==> src/rtl/onehot_select_pkg.sv <==
// Shared types and constants for the one-hot select generator.
package onehot_select_pkg;

    // Controller states: idle (outputs off), holding a decoded index,
    // or autonomously sweeping through every output.
    typedef enum logic [1:0] {
        IDLE  = 2'd0,
        HOLD  = 2'd1,
        SWEEP = 2'd2
    } sel_state_t;

    // Values of the mode input, sampled when a request is accepted.
    localparam logic MODE_DIRECT = 1'b0;
    localparam logic MODE_SWEEP  = 1'b1;

endpackage : onehot_select_pkg

==> src/rtl/onehot_dec.sv <==
// Combinational index to one-hot decoder, OUT_W = 2**ADDR_W outputs.
module onehot_dec #(
    parameter int ADDR_W = 3
) (
    input  logic [ADDR_W-1:0]      addr,
    output logic [(2**ADDR_W)-1:0] onehot
);

    // Exactly one output bit is set, selected by addr.
    always_comb begin
        onehot       = '0;
        onehot[addr] = 1'b1;
    end

endmodule : onehot_dec

==> src/rtl/onehot_select_seq.sv <==
// Registered one-hot select generator with a direct-decode hold mode and
// an autonomous sweep mode that has a programmable dwell per output.
module onehot_select_seq
    import onehot_select_pkg::*;
#(
    parameter int ADDR_W  = 3,
    parameter int DWELL_W = 8
) (
    input  logic                   clk,
    input  logic                   rst_n,
    input  logic                   en,
    input  logic                   mode,
    input  logic                   in_valid,
    output logic                   in_ready,
    input  logic [ADDR_W-1:0]      addr,
    input  logic [DWELL_W-1:0]     dwell,
    output logic [(2**ADDR_W)-1:0] d,
    output logic                   d_valid,
    output logic                   wrap
);

    localparam int OUT_W = 2**ADDR_W;

    sel_state_t         state;
    sel_state_t         state_nxt;
    logic [ADDR_W-1:0]  idx;
    logic [ADDR_W-1:0]  idx_nxt;
    logic [DWELL_W-1:0] cnt;
    logic [DWELL_W-1:0] cnt_nxt;
    logic [DWELL_W-1:0] dwell_lat;
    logic [DWELL_W-1:0] dwell_lat_nxt;
    logic [OUT_W-1:0]   d_nxt;
    logic               d_valid_nxt;
    logic               wrap_nxt;
    logic [OUT_W-1:0]   dec_onehot;
    logic               accept;

    // Requests are taken whenever enabled and not sweeping; the reset term
    // keeps in_ready low while rst_n is asserted.
    assign in_ready = rst_n && en && (state != SWEEP);
    assign accept   = in_valid && in_ready;

    // The decoder sits on the next-index path so the select lands in the
    // output register on the same edge as the index.
    onehot_dec #(
        .ADDR_W (ADDR_W)
    ) u_dec (
        .addr   (idx_nxt),
        .onehot (dec_onehot)
    );

    // Next-state, index, dwell counter and output computation.
    always_comb begin
        state_nxt     = state;
        idx_nxt       = idx;
        cnt_nxt       = cnt;
        dwell_lat_nxt = dwell_lat;
        wrap_nxt      = 1'b0;

        if (!en) begin
            state_nxt = IDLE;
            cnt_nxt   = '0;
        end else begin
            unique case (state)
                IDLE, HOLD: begin
                    if (accept) begin
                        idx_nxt = addr;
                        if (mode == MODE_SWEEP) begin
                            state_nxt     = SWEEP;
                            cnt_nxt       = dwell;
                            dwell_lat_nxt = dwell;
                        end else begin
                            state_nxt = HOLD;
                        end
                    end
                end
                SWEEP: begin
                    if (cnt != '0) begin
                        cnt_nxt = cnt - DWELL_W'(1);
                    end else begin
                        idx_nxt  = idx + ADDR_W'(1);
                        cnt_nxt  = dwell_lat;
                        wrap_nxt = &idx;
                    end
                end
                default: begin
                    state_nxt = IDLE;
                    cnt_nxt   = '0;
                end
            endcase
        end

        d_valid_nxt = (state_nxt != IDLE);
        d_nxt       = d_valid_nxt ? dec_onehot : '0;
    end

    // State, sweep bookkeeping and registered outputs; reset clears all.
    always_ff @(posedge clk or negedge rst_n) begin
        if (!rst_n) begin
            state     <= IDLE;
            idx       <= '0;
            cnt       <= '0;
            dwell_lat <= '0;
            d         <= '0;
            d_valid   <= 1'b0;
            wrap      <= 1'b0;
        end else begin
            state     <= state_nxt;
            idx       <= idx_nxt;
            cnt       <= cnt_nxt;
            dwell_lat <= dwell_lat_nxt;
            d         <= d_nxt;
            d_valid   <= d_valid_nxt;
            wrap      <= wrap_nxt;
        end
    end

endmodule : onehot_select_seq

==> config.mk <==
export PLATFORM = sky130hd
export DESIGN_NAME = onehot_select_seq
export DESIGN_NICKNAME = d
export VERILOG_FILES = /design/src/rtl/onehot_select_pkg.sv /design/src/rtl/onehot_dec.sv /design/src/rtl/onehot_select_seq.sv
export SDC_FILE = /design/constraint.sdc
export NUM_CORES = 1
export LEC_CHECK = 0
export BUFFER_PORTS_ARGS = -buffer_cell sky130_fd_sc_hd__buf_2
export CAP_MARGIN = 20
export CORE_ASPECT_RATIO = 1.25
export CORE_MARGIN = 1.5
export CORE_UTILIZATION = 58
export CTS_BUF_LIST = sky130_fd_sc_hd__clkbuf_4 sky130_fd_sc_hd__clkbuf_8
export DETAILED_ROUTE_END_ITERATION = 16
export PLACE_DENSITY = 0.88
export SLEW_MARGIN = 10
export SYNTH_ARGS = -nofsm -noshare
export SYNTH_HDL_FRONTEND = slang
export SYNTH_SLANG_ARGS = --single-unit
==> constraint.sdc <==
create_clock -name clk -period 2.7 [get_ports clk]
set_input_delay 0.135 -clock clk [delete_from_list [all_inputs] [get_ports clk]]
set_output_delay 0.135 -clock clk [all_outputs]
set_load 0.05 [all_outputs]
* After elaboration in Yosys (flattened, before gate mapping) *
Index checks and enable logic that the tools add are counted.

storage, ports and cells
  register bits = 31
  output and inout port bits = 11

cells by class
  add/subtract/negate cells = 2
  magnitude comparators = 2
  equal/unequal tests = 5
  multiplexer cells = 19
  reductions and logical operators = 11

operator list
  cell                 number
  $mux 8               5
  $pmux 8 s2           1
  $mux 3               3
  $reduce_bool 8->1    1
  $sub 8x1->8 const B  1
  $mux 2               3
  $ne 3x3->1 const B   2
  $pmux 3 s2           1
  $logic_and 1x1->1    4
  $lt 3x4->1 const B   1
  $mux 1               4
  $pmux 2 s2           1
  $reduce_and 4->1     1
  $add 3x1->3 const B  1
  $demux 1 s3          1
  $ge 3x1->1 const B   1
  $reduce_and 3->1     1
  $eq 2x1->1 const B   1
  $eq 2x2->1 const B   1
  $logic_not 2->1      1
  $ne 2x2->1 const B   1
  $reduce_and 2->1     1
  $reduce_bool 2->1    1
  $reduce_or 2->1      1

* Longest topological paths before layout *
Gate-level depths: netlist of run 1.

  depth in word-level cells = 11
  mapped depth = 8

* Modules after synthesis *
Synthesis of run 1 repeated with hierarchy kept, for this count alone.

unflattened totals
  cells, all modules = 178
  area, all modules = 1669.1 um2

by module, submodules not included
  module             times used  cells each  area an instance (um2)
  onehot_select_seq  1           170         1604.0
  onehot_dec         1           8           65.1

* Worst setup path after synthesis of run 1 *
OpenSTA, ideal clock, no wires.

  path type = register to register
  start = reg cnt[0]
  end = reg cnt[6]
  data arrival time = 1963 ps
  setup slack = 673 ps
  stages on the path, launching flop included = 8
  clock period less this slack = 2027 ps
  cells stage by stage = dfrtp_1 > inv_1 > ha_1 > or4b_1 > buf_2 > or4_1 > a21oi_1 > a221o_2

on the way
  longest elaborated chain between the ends = 4

RTL lines
  item                                              line                                              source
  start: declaration                                onehot_select_seq.sv:28                           logic [DWELL_W-1:0] cnt;
  start signal: assignment                          onehot_select_seq.sv:110                          cnt <= cnt_nxt;
  $sub 8x1->8 or $reduce_bool 8->1 (tied branches)  onehot_select_seq.sv:79, onehot_select_seq.sv:78
  $mux 8 *                                          onehot_select_seq.sv:78                           if (cnt != '0) begin
  $pmux 8 s2 *                                      onehot_select_seq.sv:64                           unique case (state)
  $mux 8 *                                          onehot_select_seq.sv:60                           if (!en) begin

Every way passes the cells marked *; elsewhere a longest branch is shown, timed or not.
A chain may end at the register's enable or synchronous reset.

* Worst setup path in the final report of run 1 *
Same ends and word-level chain as after synthesis.

==> results summary, run 1 <==
The repair_antennas step left the layout with diodes totalling 0. The register area is 776 um^2. The path class of the tightest hold or removal check is in -> reg. The detailed router put a total of approximately 1.3 mm of wire on met1. Setup repair after global routing left no endpoint under its margin.

The mapped netlist covers between 1500 and 2000 um^2. For this design, the sink count on the clock tree is 31. The cell depth of the worst min-delay path is 3.

The clock-pin transition on the worst setup and hold timing paths is ~0.10 ns. The max-slew violation count came out at 0. The clock latency reported for the late side of the worst-skew pair came out at ~0.35 ns.

The area added between synthesis and finish is 13.6%. The critical path goes through inv_1 > ha_1 > or4b_1 > or4_1 > a21oi_1 > a221o_2. The fill cell instance count of the final layout came out at 212. The clock tree from TritonCTS is yes. The share of total power dissipated in sequential elements is 0.488.

The type of the worst setup path is reg -> reg. The leakage dissipation is around 0.9 nW. The share of synthesized area in the top cell type comes to 0.474.

For this run, the leading register cell type out of synthesis is sky130_fd_sc_hd__dfrtp_1. The worst setup path is captured at a flip-flop. The simple logic cell fraction of the synthesized area came out at 0.204.

The final worst clock skew came out at about 0.015 ns. The area fraction in compound gates after synthesis is 0.174. The post-route clock period utilization came out at 0.835. The max-cap violation count came out at 0. The top fanout value on the critical path came out at 9. The DRC violation count after routing came out at 0. The die footprint came out at ~3100 um^2. The detailed-routing iteration count for the pre-antenna-repair pass came out at 4. The most critical setup path has its startpoint at cnt[0]. The relative contribution of the clock network to total power came out at 0.228. CTS placed an instance of sky130_fd_sc_hd__clkbuf_4 at the clock tree root. The initial detailed-routing violation count is 20. Among all cell types in the netlist, the one instantiated most often is sky130_fd_sc_hd__dfrtp_1. The die is about 62 um tall. The buffer levels on the longest clock path is 2.

In the global route stage, overall resource usage came out at 0.237. The multiplexer area fraction after synthesis came out at 0.0735. sky130_fd_sc_hd__dfrtp_1 takes more of the synthesized area than any other cell. STA puts the critical path data required time at between 2 and 3 ns. The synthesized net count came out at around 180. The async set-or-reset flop fraction in the synthesized netlist came out at 1.00. The number of clock buffers added by TritonCTS is 5.

For this configuration, the core starts out at a cell density of 0.610. The startpoint identified for the worst hold timing path is dwell[5]. The count of endpoints failing hold in the final timing report came to 0. The tightest slew margin relative to the limit is 0.626. The total negative slack is 0 ns. In this run the critical register-to-register path is captured at cnt[6]. The depth of the worst register-to-register path came out at 6. After detailed routing, no signal wire sits above met4. The routed layout has around 1300 vias. The dominant combinational cell family by area after synthesis is simple AND/OR/NAND/NOR gates.

Detailed placement ended at an HPWL of 2.50 mm. Data on the critical path arrives at its endpoint at approximately 2.5 ns. The switching fraction of total power is 0.334. The synthesized-area fraction occupied by adder cells is 0.0230. The worst IR drop on VDD is just over 0.4 mV. The placer's final routability congestion estimate came out at between 0.8 and 0.9. The flow ran to the end, and the final reports show no timing, DRC or antenna violations. The total met3 wirelength after detailed routing is approximately 120 um. CTS built an H-tree with a depth of 2. The utilization of the core after routing is 0.693. The worst register-to-register path begins at cnt[0]. The number of cell rows came out at 21. The net switching power of the design is roughly 0.39 mW.

The pin count of the biggest net entering global routing came out at 22. The synthesized flop and latch total came out at 31. The detailed-routed wire length on met2 came out at between 1.5 and 2 mm.

The final wirelength came out at ~3.3 mm. The delay of the slowest cell on the worst path is approximately 0.62 ns. Yosys mapped the design onto 45 distinct sky130hd cell types. Gates resized during post-CTS repair numbered 0.

The count of nets left with antenna violations after detail routing came out at 0. Of the total synthesized cell area, the portion taken by XOR and XNOR cells is 0.0107. The aggregate global routing overflow came out at 0. The number of input and output port buffers inserted came out at 26. The hold path endpoint is cnt[5]. The clock period could shrink to approximately 2.3 ns. The relative contribution of combinational cells to total power came out at 0.283. The ratio of cells with drive above 1 in the final layout came out at 0.270.

The mean instance size in the synthesized netlist is around 10 um^2. The floorplan die width is approximately 50 um. The total power divided by cell area came out at 636 nW/um^2. By count the netlist is led by 31 x sky130_fd_sc_hd__dfrtp_1, 14 x sky130_fd_sc_hd__nor3_1, 11 x sky130_fd_sc_hd__o21ai_0. The core box area is between 2000 and 3000 um^2. For this run, the post-layout net count is 204. Yosys mapped a number of flops with a built-in enable equal to 0. The measured slew at the worst slew-check pin is roughly 0.56 ns. The register-to-register setup slack came out at roughly 0.45 ns. The number of cells produced by synthesis came out at between 150 and 200. The number of warnings reported in the yosys synthesis log is 0. The routed via count divided by cell count came out at roughly 6.0.

Cell internal power was estimated by the tool at slightly below 0.8 mW. The area taken by multi-input logic gates is 795 um^2. For this run, the top clock speed supported by timing is 444 MHz.

The setup violation total in the final timing report came out at 0. After synthesis, the cell types taking the most area are sky130_fd_sc_hd__dfrtp_1 47%, sky130_fd_sc_hd__mux2_2 5.5%, sky130_fd_sc_hd__nor3_1 4.3%, sky130_fd_sc_hd__o21ai_0 3.4%, sky130_fd_sc_hd__a21oi_1 2.4%. The worst setup path is launched from a flip-flop. The number of antenna violations at the first check in global routing came to 0. The routed length per placed instance came out at between 15 and 20 um. The via count of the first global-routing pass came to 1294. In this run the count of I/O pins placed on the die edge is 27. The critical path's slowest cell is sky130_fd_sc_hd__or4b_1. For this run, the register share of the synthesized area comes to 0.474.

The wire length of the first global-routing pass is approximately 5.6 mm.
## metal layers
metal / global-route usage / up-vias
met1: 0.275 / 650
met5: 0 / -
met2: 0.400 / 25
met3: 0.0721 / 8
met4: 0.101 / 0
li1: - / 638
## placed cells by master (no fill, tap or decap), types with 3 or more instances in the layout
cell type	netlist	final
sky130_fd_sc_hd__nand2b_1	5	5
sky130_fd_sc_hd__ha_1	3	3
sky130_fd_sc_hd__and3_1	5	5
sky130_fd_sc_hd__and2_1	5	5
sky130_fd_sc_hd__buf_4	0	3
sky130_fd_sc_hd__nor3_1	14	14
sky130_fd_sc_hd__a22oi_1	4	4
sky130_fd_sc_hd__nor2b_1	3	3
sky130_fd_sc_hd__dfrtp_1	31	31
sky130_fd_sc_hd__nor2_1	5	5
sky130_fd_sc_hd__mux2_2	8	8
sky130_fd_sc_hd__mux2i_1	3	3
sky130_fd_sc_hd__clkbuf_4	0	5
sky130_fd_sc_hd__buf_2	1	26
sky130_fd_sc_hd__o21ai_0	11	11
sky130_fd_sc_hd__inv_1	6	6
sky130_fd_sc_hd__nand2_1	3	3
sky130_fd_sc_hd__a21oi_1	8	8
sky130_fd_sc_hd__o31ai_1	3	3
## flip-flops by register name, indices dropped and copies added, names as in the netlist
signal	count
wrap	1
dwell_lat	8
d	8
state	2
idx	3
cnt	8
d_valid	1
## critical path, delay by kind of cell, from the launching register on
family	cells	cell delay, ns
flops	1	0.43
simple gates	2	1.13
buf+inv	1	0.07
fa+ha+maj	1	0.26
compound gates	2	0.28
## metrics by stage
stage / setup WS [ns] / hold slack [ns] / instance area, um^2 / std cells / total power, mW
3_3_place_gp: 0.576 / 0.0651 / 1790 / 211 / 0.899
3_5_place_dp: 0.487 / 0.0718 / 1790 / 211 / 0.916
4_1_cts: 0.450 / 0.0238 / 1860 / 219 / 1.19
5_1_grt: 0.295 / 0.0395 / 1860 / 219 / 1.25
6_report: 0.446 / 0.0285 / 1860 / 219 / 1.18
2_1_floorplan: 0.673 / -0.161 / 1640 / 156 / 0.824
## cell families after synthesis
kind of cell               Yosys count
xor gates and xnor gates             2
adders and majority gates            3
muxes                               11
AOI/OAI and AO/OA                   40
and+or+nand+nor                     54
buffers and inverters               15
DFF                                 31
## power by group through the flow
stage / Sequential, mW / Combinational, mW / Clock, mW
finish: 0.577 / 0.335 / 0.270
global route: 0.583 / 0.372 / 0.295
CTS: 0.575 / 0.336 / 0.274
detailed placement: 0.582 / 0.334 / 0
global placement: 0.580 / 0.319 / 0
floorplan: 0.588 / 0.236 / 0
## worst max-delay path by stage
| stage | depth (start not counted) | slack [ns] | end |
|---|---|---|---|
| after floorplan | 7 | 0.67 | cnt[6] |
| after global placement | 6 | 0.58 | cnt[6] |
| after detailed placement | 6 | 0.49 | cnt[6] |
| after CTS | 6 | 0.45 | cnt[6] |
| after global routing | 6 | 0.30 | cnt[6] |
| final | 6 | 0.45 | cnt[6] |
## layout make-up
cell class              count  share of cell area
clock buffers               6              0.0276
clock inverters             1             0.00269
inverters                   7              0.0141
multi-input cells         110               0.428
flip-flops and latches     31               0.418
well taps                  34              0.0229
repair buffers             30              0.0875
## timing repair
action,CTS,global route
hold endpoints to repair,13,0
hold buffers,1,0
setup buffers,0,0
Note: power is estimated with default switching activity, not from simulation.
==> inputs of run 2 (changes only) <==
ABC_AREA = 1   (was default)
CORE_UTILIZATION = 53   (was 58)
PLACE_DENSITY = 0.84   (was 0.88)
clock period = 1.82 ns   (was 2.7 ns; I/O delays follow)
==> results summary, run 2 <==
After synthesis the netlist holds a flip-flop and latch count of 31. Clock latency on the worst-skew pair, taken at its later pin, is ~0.34 ns. The sequential share of power is 0.476. The least setup slack across all paths after layout came out at between 0.15 and 0.2 ns. The synthesized net count is 240. For this configuration, the core starts out at a cell density of 0.573. The sum of buffers and inverters on the critical path came out at 1. The measured slew at the worst slew-check pin came out at between 0.4 and 0.5 ns. For this run, asynchronously set or reset flops after synthesis account for 1.00. The max-slew violation count is 0. The final wirelength is between 3 and 4 mm. The worst hold path belongs to the class in -> reg.

By startpoint and endpoint, the worst setup path is classified as reg -> reg. The count of vias placed by the detailed router came out at roughly 1500. Counting instances in the post-synthesis netlist gives the leading cell types as 64 x sky130_fd_sc_hd__nand2_1, 31 x sky130_fd_sc_hd__dfrtp_1, 29 x sky130_fd_sc_hd__inv_1. The critical path's slowest cell is sky130_fd_sc_hd__dfrtp_1.

The count of buffers added on input and output ports is 26. Max-cap violations in this run came to 0. The fill cell instance count of the final layout came out at ~250. The die footprint is around 3600 um^2. The net switching power of the design is about 0.64 mW. In this run the clock root is driven by a sky130_fd_sc_hd__clkbuf_4. The cell area after synthesis is around 1700 um^2. The setup violation total in the final timing report came out at 0.

The antenna cell count came out at 0. Data on the critical path arrives at its endpoint at 1.90 ns. The instance count on the critical path is 10. The count of nets left with antenna violations after detail routing came out at 0. The floorplan die width is roughly 54 um. Across the VDD grid, the largest voltage drop is 0.628 mV. The relative contribution of combinational cells to total power is 0.292. After floorplanning, the core was divided into 22 placement rows. Of the total power, the share spent switching nets is 0.371. The worst pin sits at a relative slew slack of 0.723.

The I/O pin count is 27. The buffer levels on the longest clock path is 2. The total clock sinks came out at 31. The number of antenna violations at the first check in global routing is 0. The final hold slack came out at ~0.034 ns. The leakage dissipation is 1.11 nW. The total non-filler cell area in the finished layout came out at 1990 um^2. The mean instance size in the synthesized netlist came out at between 7 and 8 um^2. The relative contribution of the clock network to total power is 0.232. The die boundary height came out at 66.7 um. The delay of the slowest cell on the worst path came out at about 0.38 ns. The pin count of the biggest net entering global routing is 32. The area added between synthesis and finish is 15.9%. The post-route clock period utilization is 0.900. The CTS buffer count is 5. The required time at the worst-slack endpoint came out at 2.09 ns. In this run the worst path has a maximum fanout of 4. The most common library cell in the layout ignoring fill and taps is sky130_fd_sc_hd__nand2_1. The DRC violation count after routing is 0. At the end of routability-driven placement, the weighted congestion stood at between 0.9 and 1. The total power divided by cell area came out at approximately 860 nW/um^2. After detailed placement, the design holds a cell count of between 200 and 300.

TritonCTS built the clock tree. The wire length of the first global-routing pass came out at between 6 and 7 mm. The number of cells produced by synthesis is ~220. The routed via count divided by cell count came out at a little over 5. The register area is 776 um^2. For the final routed database, the setup TNS stands at 0 ns.

In this design, the largest share of critical-path delay is due to simple AND/OR/NAND/NOR gates. In this run the register-to-register setup slack is between 0.15 and 0.2 ns. The worst setup path is captured at a flip-flop. The via count of the first global-routing pass came to roughly 1500. The overall power of the completed layout came out at 1.72 mW. The area taken by multi-input logic gates came out at roughly 810 um^2. The top cell type's share of synthesized area came out at 0.452. For this run, the number of Yosys warnings is 0. The detailed-routing iteration count for the pre-antenna-repair pass is 4. The most common cell in the synthesized netlist is sky130_fd_sc_hd__nand2_1. The final critical delay including setup and external delays is approximately 1.6 ns. The count of flip-flops with a built-in enable after synthesis came out at 0. The instance area at placement is about 1900 um^2.

The aggregate global routing overflow came out at 0. The H-tree depth is 2. The depth of the worst register-to-register path came out at 10. The core box area came out at about 3000 um^2.

At the end of the flow, the number of nets in the layout was 276. For this block, the initial DRC count from the detailed router was 36. The clock-pin transition on the worst setup and hold timing paths is ~0.10 ns.

The top cell types in the final layout, fill and taps aside, are 64 x sky130_fd_sc_hd__nand2_1, 31 x sky130_fd_sc_hd__dfrtp_1, 29 x sky130_fd_sc_hd__inv_1. The utilization of the core after routing came out at 0.663. The signal on the critical path passes through inv_1 > ha_2 > nand2_1 > nor2_4 > nand3_1 > nand3_1 > nand2_1 > nand2_1 > nand3_1 > nor2_1. The ratio of cells with drive above 1 in the final layout came out at 0.244.

The cell depth of the worst min-delay path came out at 3. In the post-synthesis netlist, the biggest area contributors are sky130_fd_sc_hd__dfrtp_1 45%, sky130_fd_sc_hd__nand2_1 14%, sky130_fd_sc_hd__inv_1 6.3%, sky130_fd_sc_hd__o21ai_0 6.1%, sky130_fd_sc_hd__nor2_1 5.0%. STA classifies the critical path startpoint as a flip-flop.

The pre-CTS setup slack is ~0.17 ns. The unique cell type count in the Yosys netlist came out at 27. The synthesized design spends more area on one cell type than any other, namely sky130_fd_sc_hd__dfrtp_1. The share of the Yosys chip area taken by registers is 0.452.

Based on the critical path, the design can be clocked at up to approximately 610 MHz. The most frequently used flop master after synthesis is sky130_fd_sc_hd__dfrtp_1. Setup repair after global routing left no endpoint under its margin. The global routing usage summed across all routing layers is 0.259. The routed length per placed instance came out at 13.2 um. The internal power is between 1 and 1.5 mW. The detailed placement HPWL came out at roughly 2.9 mm.

The count of endpoints failing hold in the final timing report came out at 0. In the final layout, the registers with the most flip-flops are cnt: 8 flops, d: 8 flops, dwell_lat: 8 flops. The final worst clock skew came out at between 0.006 and 0.007 ns.

The run finished with clean final reports. The finished layout holds roughly 300 standard cells, fillers aside.
[run 2: kinds of logic after synthesis]
logic type,Yosys count,share of synthesized area
multiplexers,1,0.00655
AO/OA/AOI/OAI,29,0.0903
adder cells (fa/ha/maj),3,0.0219
flip-flops,31,0.452
XOR/XNOR,1,0.00510
AND/OR/NAND/NOR,121,0.345
buffers and inverters,35,0.0794
[run 2: worst paths after layout]
| check | endpoint | from |
|---|---|---|
| max | d[2] | cnt[0] |
| min | dwell_lat[7] | dwell[7] |
| max reg2reg | d[2] | cnt[0] |
| min reg2reg | dwell_lat[6] | dwell_lat[6] |
| max in group asynchronous | d[6] | rst_n |
| min in group asynchronous | dwell_lat[5] | rst_n |
[run 2: final cells by class]
cell class | count | area share
Multi-Input combinational cell | 155 | 0.409
Sequential cell | 31 | 0.390
Inverter | 33 | 0.0622
Clock buffer | 5 | 0.0189
Timing Repair Buffer | 31 | 0.0880
Tap cell | 36 | 0.0226
Clock inverter | 3 | 0.0101
[run 2: what timing repair did]
action | in CTS | in global routing
endpoints found under the setup margin | 0 | 5
endpoints found under the hold margin | 33 | 0
resized for setup | 0 | 2
setup buffers | 0 | 0
hold buffers | 3 | 0
[run 2: tightest hold or removal path, stage by stage]
cell                      delay [ns]
sky130_fd_sc_hd__buf_2          0.10
sky130_fd_sc_hd__inv_1          0.05
sky130_fd_sc_hd__o21ai_0        0.08
[run 2: power groups by stage]
stage | Combinational (mW) | Sequential [mW] | Clock (mW)
after floorplan | 0.329 | 0.859 | 0
after detailed placement | 0.489 | 0.829 | 0
after global placement | 0.475 | 0.827 | 0
after CTS | 0.498 | 0.817 | 0.415
final | 0.500 | 0.817 | 0.398
after global routing | 0.559 | 0.828 | 0.433
[run 2: metal layers]
| metal | track usage | routed length, um |
|---|---|---|
| met5 | 0 | 0 |
| met4 | 0.115 | 91 |
| met3 | 0.0471 | 208 |
| met2 | 0.430 | 2040 |
| met1 | 0.318 | 1530 |
==> inputs of run 3 (changes only) <==
==> constraint.sdc (replaced) <==
create_clock -name clk -period 1.82 [get_ports clk]
set_input_delay 0.182 -clock clk [delete_from_list [all_inputs] [get_ports clk]]
set_output_delay 0.182 -clock clk [all_outputs]
set_load 0.05 [all_outputs]
==> results summary, run 3 (synthesis results as in run 2) <==
The initial detailed-routing violation count is 38. The top achievable clock speed is ~600 MHz. In the final routed layout, each cell accounts on average for approximately 13 um. The cell class contributing the biggest share of worst-path delay is buffers and inverters.

The die boundary height came out at about 67 um. In this run the tool buffered the top-level ports with 26 buffer cells. Along the worst hold path, the cell count comes to 2.

The critical path goes through inv_1 > nand2_2 > inv_1 > nor2_1 > buf_2. The floorplan die width is ~54 um. Together, buffers and inverters on the worst path number 3. Along the worst path, the maximum fanout reaches 8.

The total clock sinks came out at 31. The final critical delay including setup and external delays came out at about 1.7 ns. The final worst clock skew is around 0.012 ns. TritonCTS built the clock tree. In the final layout, the registers with the most flip-flops are cnt: 8 flops, d: 8 flops, dwell_lat: 8 flops. The clock-pin transition on the worst setup and hold timing paths came out at approximately 0.08 ns.

In this run the worst hold path is classified as in -> reg. For this run, the total global-route usage over all layers was measured as 0.260. The total negative slack is 0 ns. Leaving out fill and tap cells, the most frequent cells in the layout are 64 x sky130_fd_sc_hd__nand2_1, 31 x sky130_fd_sc_hd__dfrtp_1, 29 x sky130_fd_sc_hd__inv_1. The critical path's slowest cell is sky130_fd_sc_hd__dfrtp_1.

The initial utilization of the core area, before any placement, comes to 0.573. Detailed placement ended at an HPWL of approximately 2.8 mm. The core region is 3000 um^2. The worst IR drop on VDD came out at 0.647 mV.

The delay of the slowest cell on the worst path is 0.39 ns. The count of endpoints failing hold in the final timing report was 0. The I/O pin count is 27. The detailed-routing iteration count for the pre-antenna-repair pass came out at 4.

The die footprint came out at around 3600 um^2. With fillers left out, the area of the finished cells amounts to roughly 2000 um^2. Of the available clock period, the critical path in the final layout requires 0.939. STA classifies the critical path startpoint as a flip-flop. The wire length of the first global-routing pass came out at roughly 6.6 mm.

The most common library cell in the layout ignoring fill and taps is sky130_fd_sc_hd__nand2_1. The CTS buffer count is 5. The via count of the first global-routing pass came out at about 1500. The ratio of cells with drive above 1 in the final layout came out at 0.243. Headroom to the max-slew limit came out at 0.718. The aggregate global routing overflow came out at 0. The max-slew violation count is 0. The count of nets left with antenna violations after detail routing is 0. The count of vias placed by the detailed router is ~1500.

The pin count of the biggest net entering global routing came out at 32. The measured slew at the worst slew-check pin came out at between 0.4 and 0.5 ns. The DRC violation count after routing came out at 0. The fill cell instance count of the final layout is 254. The H-tree depth is 2. The total power divided by cell area is between 800 and 900 nW/um^2. The flow ran to the end, and the final reports show no timing, DRC or antenna violations. The instance area at placement is about 1900 um^2. The required time at the worst-slack endpoint is roughly 1.6 ns. The arrival time of data at the critical path endpoint is around 1.5 ns. The routed via count divided by cell count is about 5.3. The number of cell rows is 22.

Wires add up to around 3.8 mm. Routability-driven placement finished with a final weighted congestion of roughly 0.93. Setup violations remaining at the end of the flow were counted as 0. The cell with the most instances on the worst path is sky130_fd_sc_hd__inv_1.

The analysis attributes to cell leakage a power of 1.11 nW. In this run the most critical hold path is launched from dwell[6]. The register-to-register setup slack came out at between 0.15 and 0.2 ns. The path with the worst hold slack has its endpoint at dwell_lat[6]. The net total in the final layout came out at around 270. The max-cap violation count is 0. The worst setup path is captured at an output pin. The worst setup path is of the reg -> out kind. Setup repair after global routing left no endpoint under its margin. The clock latency reported for the late side of the worst-skew pair came out at ~0.33 ns.

The depth of the worst register-to-register path is 10. The area added between synthesis and finish is 14.6%. The startpoint identified for the worst register-to-register timing path is cnt[0]. The antenna cell count came out at 0. The worst register-to-register path ends at d[0]. The buffer levels on the longest clock path is 2.

The number of antenna violations at the first check in global routing came out at 0. The tree is rooted in a sky130_fd_sc_hd__clkbuf_4. The final hold slack came out at between 0.09 and 0.1 ns.
-- run 3: changes by cell type in the layout (fill, tap and decap cells not counted) --
cell / before / now
sky130_fd_sc_hd__o21ai_0: 21 / 20
sky130_fd_sc_hd__clkinvlp_4: 2 / 0
sky130_fd_sc_hd__o21ai_1: 1 / 2
sky130_fd_sc_hd__dlygate4sd3_1: 3 / 1
sky130_fd_sc_hd__clkbuf_8: 0 / 1
-- run 3: what timing repair did --
item / 4_1_cts / 5_1_grt
gates resized for setup: 0 / 3
hold buffers: 1 / 0
setup buffers: 0 / 0
setup endpoints to repair: 0 / 3
hold endpoints to repair: 31 / 0
-- run 3: how the worst max path moves through the flow --
| stage | from | depth (start not counted) | endpoint |
|---|---|---|---|
| after floorplan | state[1] | 3 | in_ready |
| after global placement | cnt[0] | 10 | d[6] |
| after detailed placement | cnt[0] | 10 | d[0] |
| after CTS | state[0] | 5 | in_ready |
| after global routing | state[0] | 5 | in_ready |
| final | state[0] | 5 | in_ready |
-- run 3: metrics by stage --
step	std cells	power [mW]	utilization	setup slack, ns
4_1_cts	291	1.71	0.654	0.117
3_3_place_gp	283	1.30	0.632	0.234
6_report	291	1.71	0.656	0.110
3_5_place_dp	283	1.32	0.632	0.135
2_1_floorplan	221	1.19	-	0.328
5_1_grt	291	1.82	0.656	0.00411
-- run 3: area by class of cell --
type	instances	area, um^2	area share
clock buffers	6	51.3	0.0260
flip-flops and latches	31	776	0.394
repair buffers	29	155	0.0788
well taps	36	45.0	0.0229
inverters	33	124	0.0629
multi-input cells	155	813	0.413
clock inverters	1	5.00	0.00254
-- run 3: layer usage --
metal,track usage,wire [um]
met4,0.125,96
met2,0.428,1890
met5,0,0
met1,0.309,1600
met3,0.0650,214
-- run 3: power breakdown --
group	internal, mW	leakage [nW]	total [mW]	switching (mW)
clock network	0.179	0.0341	0.397	0.218
logic	0.164	0.660	0.497	0.333
registers	0.765	0.412	0.819	0.0543
total	1.11	1.11	1.71	0.606
